===== config.mk =====
export PLATFORM = sky130hd
export DESIGN_NAME = memory_port_arbiter
export DESIGN_NICKNAME = d
export VERILOG_FILES = /design/src/rtl/memory_port_arbiter.sv
export SDC_FILE = /design/constraint.sdc
export NUM_CORES = 1
export LEC_CHECK = 0
export BUFFER_PORTS_ARGS = -buffer_cell sky130_fd_sc_hd__buf_4
export CORE_AREA = 2 2 287 289
export DETAILED_ROUTE_END_ITERATION = 10
export DIE_AREA = 0 0 289 291
export PLACE_DENSITY = 0.42
export SETUP_SLACK_MARGIN = 0.2
export SLEW_MARGIN = 20
export SYNTH_ARGS = -nofsm -noshare
export SYNTH_HDL_FRONTEND = slang
export SYNTH_SLANG_ARGS = --single-unit
export TNS_END_PERCENT = 10

===== constraint.sdc =====
create_clock -name CLK -period 17.7 [get_ports CLK]
set_input_delay 2.655 -clock CLK [delete_from_list [all_inputs] [get_ports CLK]]
set_output_delay 2.655 -clock CLK [all_outputs]
set_load 0.005 [all_outputs]

===== src/rtl/memory_port_arbiter.sv =====
// memory_port_arbiter: shares one unified block memory between the i-cache and d-cache ports.
// Latency: a request seen in IDLE completes no earlier than 3 cycles later (IDLE, ISSUE, WAIT, then DONE).
// Backpressure: each port's BUSYWAIT stays high while its request is pending, until its own DONE cycle.
//
// Ports:
//   CLK, RESET                              clock; asynchronous active-high reset
//   I_READ, I_ADDRESS / I_READDATA, I_BUSYWAIT         i-cache block read port
//   D_READ, D_WRITE, D_ADDRESS, D_WRITEDATA /
//     D_READDATA, D_BUSYWAIT                d-cache block read / write-back port
//   M_READ, M_WRITE, M_ADDRESS, M_WRITEDATA /
//     M_READDATA, M_BUSYWAIT                initiator side toward the block memory
//
// Build option: ARB_ROUND_ROBIN_EN
//   undefined - fixed priority, the d-cache wins every tie.
//   defined   - a 1-bit last-grant flag (reset = I) makes ties alternate between the ports.
module memory_port_arbiter #(
    parameter int ADDR_WIDTH = 28,
    parameter int DATA_WIDTH = 128
) (
    input  logic                  CLK,
    input  logic                  RESET,
    input  logic                  I_READ,
    input  logic [ADDR_WIDTH-1:0] I_ADDRESS,
    output logic [DATA_WIDTH-1:0] I_READDATA,
    output logic                  I_BUSYWAIT,
    input  logic                  D_READ,
    input  logic                  D_WRITE,
    input  logic [ADDR_WIDTH-1:0] D_ADDRESS,
    input  logic [DATA_WIDTH-1:0] D_WRITEDATA,
    output logic [DATA_WIDTH-1:0] D_READDATA,
    output logic                  D_BUSYWAIT,
    output logic                  M_READ,
    output logic                  M_WRITE,
    output logic [ADDR_WIDTH-1:0] M_ADDRESS,
    output logic [DATA_WIDTH-1:0] M_WRITEDATA,
    input  logic [DATA_WIDTH-1:0] M_READDATA,
    input  logic                  M_BUSYWAIT
);

    typedef enum logic [1:0] {
        S_IDLE  = 2'd0,
        S_ISSUE = 2'd1,
        S_WAIT  = 2'd2,
        S_DONE  = 2'd3
    } state_t;

    state_t r_state;
    state_t w_state_nxt;

    logic                  r_own_i;
    logic                  r_own_d;
    logic                  r_write;
    logic [ADDR_WIDTH-1:0] r_addr;
    logic [DATA_WIDTH-1:0] r_wdata;
    logic [DATA_WIDTH-1:0] r_i_rdata;
    logic [DATA_WIDTH-1:0] r_d_rdata;

    logic w_i_pend;
    logic w_d_pend;
    logic w_pick_i;
    logic w_pick_d;
    logic w_grant;
    logic w_mem_act;
    logic w_owner_pend;
    logic w_capture;

    assign w_i_pend = I_READ;
    // A simultaneous read and write from the d-cache is a write-back.
    assign w_d_pend = D_READ | D_WRITE;

`ifdef ARB_ROUND_ROBIN_EN
    // r_last_d = 1 when the d-cache received the most recent grant.
    logic r_last_d;

    assign w_pick_d = w_d_pend & (~w_i_pend | ~r_last_d);

    always_ff @(posedge CLK or posedge RESET) begin
        if (RESET) begin
            r_last_d <= 1'b0;
        end else if (w_grant) begin
            r_last_d <= w_pick_d;
        end
    end
`else
    assign w_pick_d = w_d_pend;
`endif

    assign w_pick_i = w_i_pend & ~w_pick_d;
    assign w_grant  = (r_state == S_IDLE) & (w_i_pend | w_d_pend);

    // Data is only delivered if the owner is still asking for it; a request
    // withdrawn mid-access lets the memory finish but the block is dropped.
    assign w_owner_pend = (r_own_i & w_i_pend) | (r_own_d & w_d_pend);
    assign w_capture    = (r_state == S_WAIT) & ~M_BUSYWAIT & ~r_write & w_owner_pend;

    always_ff @(posedge CLK or posedge RESET) begin
        if (RESET) begin
            r_state <= S_IDLE;
        end else begin
            r_state <= w_state_nxt;
        end
    end

    always_comb begin
        w_state_nxt = r_state;
        w_mem_act   = 1'b0;
        case (r_state)
            S_IDLE: begin
                if (w_i_pend | w_d_pend) begin
                    w_state_nxt = S_ISSUE;
                end
            end
            S_ISSUE: begin
                // The memory raises BUSYWAIT one edge late, so it is not looked at here.
                w_mem_act   = 1'b1;
                w_state_nxt = S_WAIT;
            end
            S_WAIT: begin
                w_mem_act = 1'b1;
                if (!M_BUSYWAIT) begin
                    w_state_nxt = S_DONE;
                end
            end
            S_DONE: begin
                w_state_nxt = S_IDLE;
            end
            default: begin
                w_state_nxt = S_IDLE;
            end
        endcase
    end

    // Grant bookkeeping: the winner's address, op and data are frozen here so
    // later changes on the cache side during the access have no effect.
    always_ff @(posedge CLK or posedge RESET) begin
        if (RESET) begin
            r_own_i <= 1'b0;
            r_own_d <= 1'b0;
            r_write <= 1'b0;
            r_addr  <= '0;
            r_wdata <= '0;
        end else if (w_grant) begin
            r_own_i <= w_pick_i;
            r_own_d <= w_pick_d;
            r_write <= w_pick_d & D_WRITE;
            r_addr  <= w_pick_d ? D_ADDRESS : I_ADDRESS;
            r_wdata <= w_pick_d ? D_WRITEDATA : '0;
        end
    end

    always_ff @(posedge CLK or posedge RESET) begin
        if (RESET) begin
            r_i_rdata <= '0;
            r_d_rdata <= '0;
        end else if (w_capture) begin
            if (r_own_i) begin
                r_i_rdata <= M_READDATA;
            end
            if (r_own_d) begin
                r_d_rdata <= M_READDATA;
            end
        end
    end

    // Strobes decode straight from the state register so an asynchronous
    // reset removes them without waiting for a clock edge.
    assign M_READ      = w_mem_act & ~r_write;
    assign M_WRITE     = w_mem_act & r_write;
    assign M_ADDRESS   = r_addr;
    assign M_WRITEDATA = r_wdata;

    assign I_READDATA = r_i_rdata;
    assign D_READDATA = r_d_rdata;

    assign I_BUSYWAIT = w_i_pend & ~((r_state == S_DONE) & r_own_i);
    assign D_BUSYWAIT = w_d_pend & ~((r_state == S_DONE) & r_own_d);

endmodule

==> results.yml <==
drt:
  routed-via-count: 11050
  drt-wirelength-per-cell_um: 18.90
  post_drt_via_cell_ratio: 3.915
  detail-route-antenna-nets: 0
  routed_wl_mm: 53.34
  detail_route.drc_violations: 0
  drt_iter0_markers: 348
  detailed_routing_iterations_pass_1: 4
global_route:
  grt_pass1_vias: 11980
  global_route.overflow_total: 0
  gr-usage-all-layers: 0.1216
  pin_count_of_the_biggest_net_entering_global_routing: 129
  grt_antenna_before_repair: 3
  first_pass_grt_wire_length_mm: 78.03
clock_network:
  clk_transition_reported_paths_ns: 0.06
  cts.path.max_buffers: 3
  insertion_delay_ns: 0.59
  cts-hold-fix-buffers: 0
  cts_resized: 0
  clock_buffers_created_by_tritoncts: 50
  ctsHtreeMaxLevel: 2
  cts_setup_buffers: 0
  cts_root_buf: "sky130_fd_sc_hd__clkbuf_16"
  clock_tree_from_tritoncts: "done"
  clkSinkCount: 417
yosys:
  postSynthRegisterBits: 417
  synth.cell_area_mm2: 0.01558
  yosys.cell_types.count: 27
  total_of_warnings_raised_by_yosys: 0
  net_count_synth: 1302
  synth.yosys.seq_area_share: 0.6697
  synthesized_netlist_cell_count: 980
  synth.avg_cell_area_um2: 15.90
critical_path:
  timing_worst_setup_path_type: "input port to output pin"
  crit_arrival_ns: 3.91
  timing.critical_path.fanout_max: 30
  crit_required_ns: 15.05
  kind_of_capture_point_of_the_worst_setup_path: "output pin"
  critical_path.startpoint_type: "input port"
timing:
  max_freq_mhz: 152.3
  timing.final.max_slew_violations: 0
  fin_crit_sh: 0.3710
  layout_setup_ws_ns: 11.13
  min_period_ns: 6.567
  setup_viol: 0
  whs_ns: 0.4786
  timing_hold_violations_final: 0
  grt_setup_unrepaired: "false"
  fin_worst_skew_ns: 0.03483
  slew_limit_headroom: 0.2902
  tns_ns: 0
  tightestPinTransition_ns: 1.062
floorplanning:
  die_y_um: 291
  starting_density_of_the_core: 0.1919
  core_box_area_mm2: 0.08119
  ios: 734
  floorplan.rows: 105
  design.die.area_mm2: 0.08410
  chipWidth_um: 289
layout:
  area_delta_synth_final_pct: 53.33
  nFillCells: 8344
  number_of_nets_in_the_layout: 2034
  postLayoutCellArea_mm2: 0.02389
  finish.utilization: 0.2943
  drive_above_1_share: 0.5540
  most-common-layout-cells: "744 x sky130_fd_sc_hd__buf_4, 417 x sky130_fd_sc_hd__dfrtp_1, 137 x sky130_fd_sc_hd__mux2_2, 128 x sky130_fd_sc_hd__a22o_1, 120 x sky130_fd_sc_hd__mux2_1"
  most_common_cell_after_layout_fill_and_taps_aside: "sky130_fd_sc_hd__buf_4"
place:
  placement.io_buffers: 733
  hpwl_after_detailed_placement_mm: 38.99
  final_weighted_congestion_of_routability_driven_global_placement: 0.7698
  pre_cts_slack_ns: 11.11
  placement_cell_area_mm2: 0.02217
power:
  total_leakage_power_uw: 0.01179
  cellPowerDensity_mw_per_mm2: 179.3
  worst_ir_drop_vdd_uv: 74.72
run:
  max-cap-violations: 0
hold_path:
  hold_class: "register to register"
run_status:
  outcome: "completed"
## logic make-up (layout without fill, tap and decap cells)
family,after synthesis,count (layout),share of synthesized area
buf+inv,68,839,0.02690
other cells,0,2,0
simple gates,40,40,0.01060
compound gates,166,166,0.08592
flops,417,417,0.6697
fa+ha+maj,4,4,0.003212
mux,285,285,0.2037
## Yosys cell counts (all sizes together)
cell type / count / area share
a211o: 1 / 0.00056
o2111ai: 1 / 0.00056
clkbuf: 8 / 0.0019
nand4: 1 / 0.00040
o21a: 1 / 0.00048
a21boi: 1 / 0.00048
nor4b: 1 / 0.00056
buf: 57 / 0.024
dfrtp: 417 / 0.67
a22o: 128 / 0.072
ha: 4 / 0.0032
a21oi: 3 / 0.00096
nand2: 32 / 0.0077
mux2: 257 / 0.19
mux2i: 28 / 0.018
o32a: 1 / 0.00064
inv: 3 / 0.00072
o21ai: 28 / 0.0090
and2: 1 / 0.00040
o31ai: 1 / 0.00080
nor2b: 2 / 0.00080
nor2: 3 / 0.00072
a21o: 1 / 0.00048
## critical path, stage by stage
cell,delay [ns]
sky130_fd_sc_hd__buf_4,0.14
sky130_fd_sc_hd__nor2_4,0.82
sky130_fd_sc_hd__a21oi_1,0.10
sky130_fd_sc_hd__buf_4,0.19
## final timing paths
check	startpoint	endpoint	slack [ns]	depth (start not counted)
max	D_READ	D_BUSYWAIT	11.13	4
min	M_ADDRESS[6]	M_ADDRESS[6]	0.48	2
max reg2reg	r_own_d	I_READDATA[78]	14.14	5
min reg2reg	M_ADDRESS[6]	M_ADDRESS[6]	0.48	2
max in group asynchronous	RESET	I_READDATA[32]	13.21	4
min in group asynchronous	RESET	D_READDATA[86]	2.20	2
## power by group
group	internal (uW)	leakage, uW	switching [uW]
logic	927	0.00577	634
clock network	648	0.000842	418
registers	1400	0.00517	252
total	2980	0.0118	1300
## sequential cells by signal, indices dropped and copies added, names as in the netlist
signal and flops:
r_state 2, r_write 1, I_READDATA 128, M_WRITEDATA 128, M_ADDRESS 28, r_own_d 1
r_own_i 1, D_READDATA 128
## layer usage
layer | vias up | track usage | routed length (um)
met5 | - | 0 | 11
met4 | 2 | 0.04036 | 1529
met3 | 88 | 0.04514 | 4986
met2 | 470 | 0.2186 | 27470
met1 | 5472 | 0.1298 | 19340
li1 | 5020 | - | -
## area by class of cell
type | instances | area, um2 | area share
Clock inverter | 21 | 262.8 | 0.01100
Multi-Input combinational cell | 495 | 4770 | 0.1996
Antenna cell | 2 | 5.005 | 0.0002095
Inverter | 3 | 18.77 | 0.0007855
Clock buffer | 70 | 1458 | 0.06101
Timing Repair Buffer | 745 | 5605 | 0.2346
Tap cell | 1070 | 1339 | 0.05603
Sequential cell | 417 | 10440 | 0.4367
## stage by stage
| step | cells | total power (uW) |
|---|---|---|
| after floorplan | 980 | 2257 |
| after global placement | 2730 | 3256 |
| after detailed placement | 2730 | 3277 |
| after CTS | 2821 | 4380 |
| after global routing | 2823 | 4563 |
| final | 2823 | 4284 |
No activity file was read; power rests on OpenSTA's default activity.
